[config.mk]
export PLATFORM = sky130hd
export DESIGN_NAME = mips_multicycle_control
export DESIGN_NICKNAME = d
export VERILOG_FILES = /design/src/rtl/mips_ctrl_pkg.sv /design/src/rtl/mips_multicycle_control_mem_wait.sv /design/src/rtl/mips_multicycle_control.sv
export SDC_FILE = /design/constraint.sdc
export NUM_CORES = 1
export LEC_CHECK = 0
export BUFFER_PORTS_ARGS = -buffer_cell sky130_fd_sc_hd__clkbuf_2
export CAP_MARGIN = 20
export CORE_UTILIZATION = 54
export DETAILED_ROUTE_END_ITERATION = 8
export PLACE_DENSITY = 0.85
export SYNTH_ARGS = -nofsm -noshare
export SYNTH_HDL_FRONTEND = slang
export SYNTH_SLANG_ARGS = --single-unit
[constraint.sdc]
create_clock -name clk -period 6.4 [get_ports clk]
set_input_delay 0.64 -clock clk [delete_from_list [all_inputs] [get_ports clk]]
set_output_delay 0.64 -clock clk [all_outputs]
set_load 0.05 [all_outputs]
[src/rtl/mips_ctrl_pkg.sv]
// Shared encodings for the multicycle MIPS control unit: FSM states, opcode/func
// constants, ALU control codes and datapath mux-select encodings.
package mips_ctrl_pkg;

  typedef enum logic [3:0] {
    S_FETCH  = 4'd0,
    S_DECODE = 4'd1,
    S_MEMADR = 4'd2,
    S_MEMRD  = 4'd3,
    S_MEMWB  = 4'd4,
    S_MEMWR  = 4'd5,
    S_REXEC  = 4'd6,
    S_RWB    = 4'd7,
    S_BRANCH = 4'd8,
    S_JUMP   = 4'd9,
    S_JR     = 4'd10,
    S_IEXEC  = 4'd11,
    S_IWB    = 4'd12,
    S_TRAP   = 4'd13
  } state_t;

  localparam logic [5:0] OP_RTYPE = 6'h00;
  localparam logic [5:0] OP_J     = 6'h02;
  localparam logic [5:0] OP_BEQ   = 6'h04;
  localparam logic [5:0] OP_BNE   = 6'h05;
  localparam logic [5:0] OP_ADDI  = 6'h08;
  localparam logic [5:0] OP_ANDI  = 6'h0C;
  localparam logic [5:0] OP_LUI   = 6'h0F;
  localparam logic [5:0] OP_LW    = 6'h23;
  localparam logic [5:0] OP_SW    = 6'h2B;

  localparam logic [5:0] FN_NOP = 6'h00;
  localparam logic [5:0] FN_JR  = 6'h08;
  localparam logic [5:0] FN_ADD = 6'h20;
  localparam logic [5:0] FN_SUB = 6'h22;
  localparam logic [5:0] FN_NOR = 6'h27;
  localparam logic [5:0] FN_SLT = 6'h2A;

  localparam logic [3:0] ALU_AND = 4'b0000;
  localparam logic [3:0] ALU_OR  = 4'b0001;
  localparam logic [3:0] ALU_ADD = 4'b0010;
  localparam logic [3:0] ALU_SUB = 4'b0110;
  localparam logic [3:0] ALU_SLT = 4'b0111;
  localparam logic [3:0] ALU_NOR = 4'b1100;
  localparam logic [3:0] ALU_LUI = 4'b1111;

  localparam logic [1:0] SRCB_B       = 2'b00;
  localparam logic [1:0] SRCB_4       = 2'b01;
  localparam logic [1:0] SRCB_IMM     = 2'b10;
  localparam logic [1:0] SRCB_IMM_SH2 = 2'b11;

  localparam logic [1:0] PCSRC_ALU    = 2'b00;
  localparam logic [1:0] PCSRC_ALUOUT = 2'b01;
  localparam logic [1:0] PCSRC_JUMP   = 2'b10;
  localparam logic [1:0] PCSRC_REG    = 2'b11;

  function automatic logic [3:0] alu_from_func(input logic [5:0] func);
    case (func)
      FN_ADD:  return ALU_ADD;
      FN_SUB:  return ALU_SUB;
      FN_SLT:  return ALU_SLT;
      FN_NOR:  return ALU_NOR;
      default: return ALU_AND;
    endcase
  endfunction

endpackage

[src/rtl/mips_multicycle_control_mem_wait.sv]
// Memory access wait counter: counts cycles spent in a memory state and flags the
// access-done cycle, either after MEM_LATENCY cycles or on the memory ready strobe.
module mips_mem_wait #(
  parameter int MEM_LATENCY = 1,
  parameter bit USE_READY   = 1'b0
) (
  input  logic clk,
  input  logic reset,
  input  logic cnt_en,
  input  logic cnt_clr,
  input  logic mem_ready_in,
  output logic done
);

  localparam logic [3:0] CNT_LAST = 4'(MEM_LATENCY - 1);

  logic [3:0] wait_cnt;

  // Saturates so a long ready wait never wraps back onto the terminal count.
  always_ff @(posedge clk or posedge reset) begin
    if (reset) begin
      wait_cnt <= 4'd0;
    end else if (cnt_clr) begin
      wait_cnt <= 4'd0;
    end else if (cnt_en && (wait_cnt != 4'hF)) begin
      wait_cnt <= wait_cnt + 4'd1;
    end
  end

  assign done = cnt_en & (USE_READY ? mem_ready_in : (wait_cnt == CNT_LAST));

endmodule

[src/rtl/mips_multicycle_control.sv]
// Multicycle MIPS control FSM driving the shared-ALU/shared-memory datapath.
// Optional MIPS_CTRL_ILLEGAL_TRAP_EN: unsupported op/func enters TRAP and adds illegal_out.
module mips_multicycle_control
  import mips_ctrl_pkg::*;
#(
  parameter int MEM_LATENCY = 1,
  parameter bit USE_READY   = 1'b0,
  parameter int STATE_W     = 4
) (
  input  logic               clk,
  input  logic               reset,
  input  logic [5:0]         op_in,
  input  logic [5:0]         func_in,
  input  logic               mem_ready_in,
  output logic               pcWrite_out,
  output logic               pcWriteCond_out,
  output logic               bne_out,
  output logic               iorD_out,
  output logic               memRead_out,
  output logic               memWrite_out,
  output logic               irWrite_out,
  output logic               memToReg_out,
  output logic               regDst_out,
  output logic               regWrite_out,
  output logic               ALUSrcA_out,
  output logic [1:0]         ALUSrcB_out,
  output logic [3:0]         ALUCntrl_out,
  output logic               extCntrl_out,
  output logic [1:0]         pcSource_out,
  output logic               instr_done_out,
  output logic [STATE_W-1:0] state_out
`ifdef MIPS_CTRL_ILLEGAL_TRAP_EN
  ,
  output logic               illegal_out
`endif
);

  state_t state, state_next;
  logic   mem_done, wait_en, wait_clr, illegal;
  logic   pc_write, pc_write_cond, mem_write, ir_write, reg_write, instr_done;

  assign wait_en  = (state == S_FETCH) || (state == S_MEMRD) || (state == S_MEMWR);
  assign wait_clr = (state_next != state);

  mips_mem_wait #(
    .MEM_LATENCY(MEM_LATENCY),
    .USE_READY  (USE_READY)
  ) u_mem_wait (
    .clk         (clk),
    .reset       (reset),
    .cnt_en      (wait_en),
    .cnt_clr     (wait_clr),
    .mem_ready_in(mem_ready_in),
    .done        (mem_done)
  );

  always_ff @(posedge clk or posedge reset) begin
    if (reset) state <= S_FETCH;
    else       state <= state_next;
  end

  always_comb begin
    state_next    = state;
    pc_write      = 1'b0;
    pc_write_cond = 1'b0;
    mem_write     = 1'b0;
    ir_write      = 1'b0;
    reg_write     = 1'b0;
    instr_done    = 1'b0;
    illegal       = 1'b0;
    bne_out       = 1'b0;
    iorD_out      = 1'b0;
    memRead_out   = 1'b0;
    memToReg_out  = 1'b0;
    regDst_out    = 1'b0;
    ALUSrcA_out   = 1'b0;
    ALUSrcB_out   = SRCB_B;
    ALUCntrl_out  = ALU_AND;
    extCntrl_out  = 1'b0;
    pcSource_out  = PCSRC_ALU;
    case (state)
      S_FETCH: begin
        memRead_out  = 1'b1;
        ALUSrcB_out  = SRCB_4;
        ALUCntrl_out = ALU_ADD;
        if (mem_done) begin
          ir_write   = 1'b1;
          pc_write   = 1'b1;
          state_next = S_DECODE;
        end
      end
      S_DECODE: begin
        ALUSrcB_out  = SRCB_IMM_SH2;
        ALUCntrl_out = ALU_ADD;
        extCntrl_out = 1'b1;
        case (op_in)
          OP_LW, OP_SW: state_next = S_MEMADR;
          OP_RTYPE: begin
            case (func_in)
              FN_JR:                          state_next = S_JR;
              FN_ADD, FN_SUB, FN_SLT, FN_NOR: state_next = S_REXEC;
              FN_NOP: begin
                state_next = S_FETCH;
                instr_done = 1'b1;
              end
              default: illegal = 1'b1;
            endcase
          end
          OP_BEQ, OP_BNE:           state_next = S_BRANCH;
          OP_J:                     state_next = S_JUMP;
          OP_ADDI, OP_ANDI, OP_LUI: state_next = S_IEXEC;
          default:                  illegal = 1'b1;
        endcase
        if (illegal) begin
`ifdef MIPS_CTRL_ILLEGAL_TRAP_EN
          state_next = S_TRAP;
`else
          state_next = S_FETCH;
          instr_done = 1'b1;
`endif
        end
      end
      S_MEMADR: begin
        ALUSrcA_out  = 1'b1;
        ALUSrcB_out  = SRCB_IMM;
        ALUCntrl_out = ALU_ADD;
        extCntrl_out = 1'b1;
        state_next   = (op_in == OP_SW) ? S_MEMWR : S_MEMRD;
      end
      S_MEMRD: begin
        memRead_out = 1'b1;
        iorD_out    = 1'b1;
        if (mem_done) state_next = S_MEMWB;
      end
      S_MEMWB: begin
        reg_write    = 1'b1;
        memToReg_out = 1'b1;
        instr_done   = 1'b1;
        state_next   = S_FETCH;
      end
      S_MEMWR: begin
        mem_write = 1'b1;
        iorD_out  = 1'b1;
        if (mem_done) begin
          instr_done = 1'b1;
          state_next = S_FETCH;
        end
      end
      S_REXEC: begin
        ALUSrcA_out  = 1'b1;
        ALUCntrl_out = alu_from_func(func_in);
        state_next   = S_RWB;
      end
      S_RWB: begin
        reg_write  = 1'b1;
        regDst_out = 1'b1;
        instr_done = 1'b1;
        state_next = S_FETCH;
      end
      S_BRANCH: begin
        ALUSrcA_out   = 1'b1;
        ALUCntrl_out  = ALU_SUB;
        pc_write_cond = 1'b1;
        pcSource_out  = PCSRC_ALUOUT;
        bne_out       = (op_in == OP_BNE);
        instr_done    = 1'b1;
        state_next    = S_FETCH;
      end
      S_JUMP: begin
        pc_write     = 1'b1;
        pcSource_out = PCSRC_JUMP;
        instr_done   = 1'b1;
        state_next   = S_FETCH;
      end
      S_JR: begin
        pc_write     = 1'b1;
        pcSource_out = PCSRC_REG;
        instr_done   = 1'b1;
        state_next   = S_FETCH;
      end
      S_IEXEC: begin
        ALUSrcA_out = 1'b1;
        ALUSrcB_out = SRCB_IMM;
        case (op_in)
          OP_ADDI: begin
            ALUCntrl_out = ALU_ADD;
            extCntrl_out = 1'b1;
          end
          OP_ANDI: ALUCntrl_out = ALU_AND;
          OP_LUI:  ALUCntrl_out = ALU_LUI;
          default: ALUCntrl_out = ALU_AND;
        endcase
        state_next = S_IWB;
      end
      S_IWB: begin
        reg_write  = 1'b1;
        instr_done = 1'b1;
        state_next = S_FETCH;
      end
      S_TRAP:  state_next = S_TRAP;
      default: state_next = S_FETCH;
    endcase
  end

  // Strobes are masked while reset is held so an abandoned access never writes.
  assign pcWrite_out     = pc_write & ~reset;
  assign pcWriteCond_out = pc_write_cond & ~reset;
  assign memWrite_out    = mem_write & ~reset;
  assign irWrite_out     = ir_write & ~reset;
  assign regWrite_out    = reg_write & ~reset;
  assign instr_done_out  = instr_done & ~reset;
  assign state_out       = STATE_W'(state);

`ifdef MIPS_CTRL_ILLEGAL_TRAP_EN
  assign illegal_out = (state == S_TRAP);
`endif

endmodule

* Word-level counts from Yosys, hierarchy flattened
Cells that the tools add are included.
** Storage, ports and cells
- Register bits after elaboration :: 8
- Input port bits :: 15
- Output and inout bits :: 25
- Word-level logic and storage cells :: 98
** Operators by class
- Add/subtract/negate cells :: 1
- Equal/unequal tests :: 28
- Multiplexer cells :: 36
- Bitwise logic cells :: 8
- Reductions and logical operators :: 23
** Operators by type and width (count)
- $eq 6x6->1 const B :: 6
- $pmux 4 s4 :: 2
- $pmux 4 s8 :: 1
- $eq 4x4->1 const B :: 6
- $eq 6x4->1 const B :: 4
- $mux 4 :: 6
- $pmux 4 s5 :: 1
- $mux 1 :: 17
- $eq 4x3->1 const B :: 4
- $reduce_or 2->1 :: 7
- $eq 6x3->1 const B :: 2
- $logic_not 6->1 :: 2
- $pmux 2 s3 :: 2
- $pmux 4 s3 :: 1
- $reduce_or 6->1 :: 2
- $reduce_or 3->1 :: 3
- $eq 4x2->1 const B :: 2
- $logic_not 4->1 :: 2
- $pmux 4 s2 :: 1
- $reduce_or 4->1 :: 2
- $reduce_or 8->1 :: 1
- $and 1x1->1 :: 7
- $eq 6x2->1 const B :: 1
- $pmux 1 s2 :: 3
- other kinds (10) :: 11

* Longest topological paths before layout
- Depth in word-level cells :: 9
- Depth in mapped cells :: 8
- Depth with buffers taken out :: 7

* Hierarchy
A second synthesis with hierarchy kept.
** Second synthesis, totals
- Cells, all modules :: 176
- Area, all modules :: 1217.4 sq um
** Modules (own cells, without submodules)
- mips_multicycle_control :: times used 1, cells each 149, area an instance 960.9 sq um, sequential area each 100.1 sq um
- mips_mem_wait :: times used 1, cells each 27, area an instance 256.5 sq um, sequential area each 100.1 sq um

* Worst setup path before layout
No wires, ideal clock.
- Path kind :: flip-flop to output port
- Start :: register state[3] (netlist: state_out[3])
- End :: output port pcWrite_out
- Data arrival time :: 3303 ps
- Data required time :: 5760 ps
- Slack :: 2457 ps
- Stages on the path, launching flop included :: 6
- Path buffers :: 2
- Path through :: dfrtp_1 -> clkbuf_1 -> or2_1 -> clkbuf_1 -> nor4b_1 -> a21o_1
** On the way
- Word-level cells in the longest chain between the ends :: 7
- Elaborated cells on any way between the ends :: 12
- Those cells by class :: 4 x eq/ne; 2 x mux; 2 x bitwise; 4 x reduce/logical
** Ends and longest elaborated chain
- start, declared :: line mips_multicycle_control.sv:38 : state_t state, state_next;
- start signal, assigned :: line mips_multicycle_control.sv:59 : else state <= state_next;
- $eq 4x2->1 / $logic_not 4->1 (equally long branches) :: line mips_multicycle_control.sv:42, mips_multicycle_control.sv:81
- $logic_or 1x1->1 (2 in series) :: line mips_multicycle_control.sv:42 : assign wait_en = (state == S_FETCH) || (state == S_MEMRD) || (state == S_MEMWR);
- $and 1x1->1 :: line mips_multicycle_control_mem_wait.sv:30 : assign done = cnt_en & (USE_READY ? mem_ready_in : (wait_cnt == CNT_LAST));
- $mux 1 :: line mips_multicycle_control.sv:86 : if (mem_done) begin
- $pmux 1 s2 (*) :: line mips_multicycle_control.sv:81 : case (state)
- $and 1x1->1 (*) :: line mips_multicycle_control.sv:206 : assign pcWrite_out = pc_write & ~reset;
- end, declared :: line mips_multicycle_control.sv:15 : output logic pcWrite_out,
Mark *: on every way between the ends. The rest lies on a longest branch, timed or not.

* Final worst setup path
- Start :: input port func_in[0]
- End :: output port instr_done_out
** On the way
- Word-level cells in the longest chain between the ends :: 8
- Elaborated cells on any way between the ends :: 15
- Those cells by class :: 5 x eq/ne; 7 x mux; 1 x bitwise; 2 x reduce/logical
** Ends and longest elaborated chain
- start, declared :: line mips_multicycle_control.sv:13 : input logic [5:0] func_in,
- $eq 6x6->1 (tied with other cells) :: line mips_multicycle_control.sv:99 : case (func_in)
- $reduce_or 6->1 (no line)
- $mux 1 :: line mips_multicycle_control.sv:99
- $pmux 1 s2 :: line mips_multicycle_control.sv:96 : case (op_in)
- $mux 1 :: line mips_multicycle_control.sv:81
- $mux 1 (*) :: line mips_multicycle_control.sv:114 : if (illegal) begin
- $pmux 1 s3 (*) :: line mips_multicycle_control.sv:81
- $and 1x1->1 (*) :: line mips_multicycle_control.sv:211 : assign instr_done_out = instr_done & ~reset;
- end, declared :: line mips_multicycle_control.sv:30 : output logic instr_done_out,
Mark *: on every way between the ends. The rest lies on a longest branch, timed or not. The select of a mux whose other input is x is not followed.

==> run summary <==
In this run the standard cell core region covers 2020 µm². The final layout contains routed wiring with a total length of 3420 µm. The power density of the placed cells is 270 nW/µm². The synthesized design devotes to its leading area cell type 16.8% of total area.

The area growth from synthesis to layout is 16.4%. For this run, the total global-route usage over all layers was measured as 29.9%. After clock tree synthesis, the clock-pin slew on the worst setup and hold paths is 0.05 ns. VDD sags by at most 173 µV. The wire-length estimate of the detail-placed layout is 2610 µm. For this run, the post-layout net count is 220. Combinational logic is responsible for 67.8% of the overall power.

At the end of routability-driven placement, the weighted congestion stood at 0.897. The static leakage was 0.635 nW; the fraction of power spent switching nets was 59.8%. The run gives 0.375 mW as the total design power. TritonCTS built the clock tree. Once the floorplan was initialized, standard cells occupied 59.1% of the core. The met2 layer usage reported by global route was 46.5%; the transition time of the tightest slew-check pin was 0.750 ns. For the distinct cell type count of the synthesized netlist, the log shows 53.

The first detailed-routing pass took 4 iterations. The floorplan step set the die height to 49.0 µm. Number of hold buffers added after cts: 0. Setup repair after global routing left no endpoint under its margin. Of the total power, the clock network draws 9.8%. Synthesis produced a netlist with a net count of 188.

The tools report the number of diodes as 0. For met1 alone, demand over resource in global routing was 43.2%. The top cell type by total area after synthesis was dfrtp_1.

The number of design-rule violations left by the first detailed-router iteration is 53, and the worst-case register-to-register setup slack is 4.14 ns. The maximum achievable frequency came out at 311 MHz. For the worst-skew pair, the clock arrives at the later sink with an insertion delay of 0.25 ns. Total CTS buffers: 3.

Once the clock tree was built, the setup fixing pass inserted 0 buffers. Synthesis produced 171 cells. In the synthesized netlist the dominant register cell turns out to be dfrtp_1. The DRC violations left was 0; the pin count of the biggest net entering global routing was 23. The largest driver fanout on the critical path is 7, and the worst-case reg-to-reg path depth is 7. The most common cell after layout, fill and taps aside is clkbuf_2. Using the TritonRoute via totals, the vias-per-cell ratio works out to 6.38.

The run gives 0 as the final setup violation count. Number of standard-cell rows in the floorplan: 16. The tools report the number of I/O pins as 40. For the die area, the log shows 2400 µm². The top cell types in the final layout, fill and taps aside, are clkbuf_2, nor2_1, nand2_1. The routed wirelength normalized by instance count is 15.0 µm. The final critical path takes up 50.2% of the cycle. The run gives 0 as the number of hold violations in the final report. After synthesis the netlist holds a flip-flop and latch count of 8. The tools report the post-synthesis instance area as 1190 µm².

The kind of critical path is in2out. Summing the sequential cell areas from Yosys gives 16.8% of the chip area. The sum of overflow across all layers after global routing was 0; the maximum level of the CTS H-tree was 1. Counting every sink on the clock net gives 8.

The layer flagged by global routing as most heavily used is met2. Gates resized during post-CTS repair numbered 0. A synthesized cell averages 6.99 µm². For this run, global-route usage on met3 was measured as 5.61%. The internal portion of the total power is 0.151 mW. The run gives 22.4% as the sequential fraction of design power. STA puts the critical path data arrival time at 2.58 ns.

CTS placed an instance of clkbuf_4 at the clock tree root. The data required time of the critical path is 5.76 ns. The post-detailed-route count of antenna-violating nets came out at 0.

In this run the worst hold path is classified as in2async. For the finished layout, the period the worst path requires is 3.22 ns. During synthesis, Yosys emitted a total of 0 warnings. The run gives 2 as the largest buffer count on any clock path. The number of max-slew violations in the final report was 0; the post-route setup TNS was 0 ns.

The switching power total was 0.224 mW. The run finished with clean final reports. In this run the tool buffered the top-level ports with 38 buffer cells. Yosys mapped a number of flops with a built-in enable equal to 0.

In the post-synthesis netlist, the biggest area contributors are dfrtp_1, nor2_1, a21oi_1. The worst setup path is captured at an output pin. STA classifies the critical path startpoint as an input pin. The first global-routing pass estimated 5720 µm of wire. The logs give 0 for the number of antenna violations at the first check in global routing and 0.000954 ns for the worst-case clock skew.

The fraction of registers with async set or reset after synthesis was 100%; the relative slew slack was 49.3%. Cells with a size suffix above 1 make up 23.4% of the layout. The die width is 49.0 µm, and the via count of the first global-routing pass is 1258. The tool flagged a number of max-cap violations equal to 0. The routed via count is 1454.
final cells by class:
type	count	area (µm²)
fill	193	631
sequential	8	200
tap	27	33.8
inverter	9	33.8
clock buffer	3	22.5
timing repair buffer	38	190
multi-input combinational	143	911
power by group through the flow:
stage / clock network (mW) / registers (mW) / logic [mW]
floorplan: 0 / 0.0776 / 0.205
finish: 0.0370 / 0.0840 / 0.254
global route: 0.0418 / 0.0857 / 0.272
detailed placement: 0 / 0.0834 / 0.251
global placement: 0 / 0.0821 / 0.244
CTS: 0.0384 / 0.0825 / 0.252
Yosys cell counts (all sizes together) (4+ instances only):
cell type   n
a21oi      12
nor4        6
nand2      14
nand2b      9
nand3       4
nor2       21
clkbuf      9
o21ai      13
inv         9
dfrtp       8
nor3        8
a211oi      6
cell families after synthesis:
kind of cell    Yosys count  synth area share [%]
compound gates           52                  32.3
xor+xnor                  4                  2.93
fa+ha+maj                 2                  2.09
buf+inv                  20                  7.01
flops                     8                  16.8
mux                       1                 0.838
simple gates             84                  38.1
metrics by stage:
stage          cell area (µm²)  hold slack [ns]  util, %  instances  setup slack [ns]
3_3_place_gp              1370            0.636     67.7        225              3.34
6_report                  1390            0.397     68.8        228              3.18
5_1_grt                   1390            0.420     68.8        228              3.07
2_1_floorplan             1190            0.464        -        171              2.46
4_1_cts                   1390            0.392     68.8        228              3.24
3_5_place_dp              1370            0.653     67.7        225              3.24
layer usage:
metal / part of all wire, % / vias to the layer above
met5: 0 / -
met4: 0.50 / 0
met3: 8.0 / 2
met2: 46 / 77
li1: - / 704
met1: 46 / 671
final timing paths:
| check | startpoint | endpoint |
|---|---|---|
| worst max-delay path | func_in[0] | instr_done_out |
| worst min-delay path | reset | state_out[0]$_DFF_PP0_ |
| worst max register to register | u_mem_wait.wait_cnt[0]$_DFFE_PP0P_ | u_mem_wait.wait_cnt[1]$_DFFE_PP0P_ |
| worst min register to register | u_mem_wait.wait_cnt[3]$_DFFE_PP0P_ | u_mem_wait.wait_cnt[3]$_DFFE_PP0P_ |
| max in group asynchronous | reset | u_mem_wait.wait_cnt[0]$_DFFE_PP0P_ |
| min in group clk | u_mem_wait.wait_cnt[3]$_DFFE_PP0P_ | u_mem_wait.wait_cnt[3]$_DFFE_PP0P_ |
sequential cells by signal (all words and copies together) (netlist names):
name / flops
state_out: 4
u_mem_wait.wait_cnt: 4
worst max-delay path: stages:
cell and delay (ns):
clkbuf_2 0.12, or4_1 0.55, nor2_1 0.11, nor2_1 0.08, a2111oi_0 0.68, nor4_1 0.12, clkbuf_2 0.27
Power figures use the tool's default switching activity.
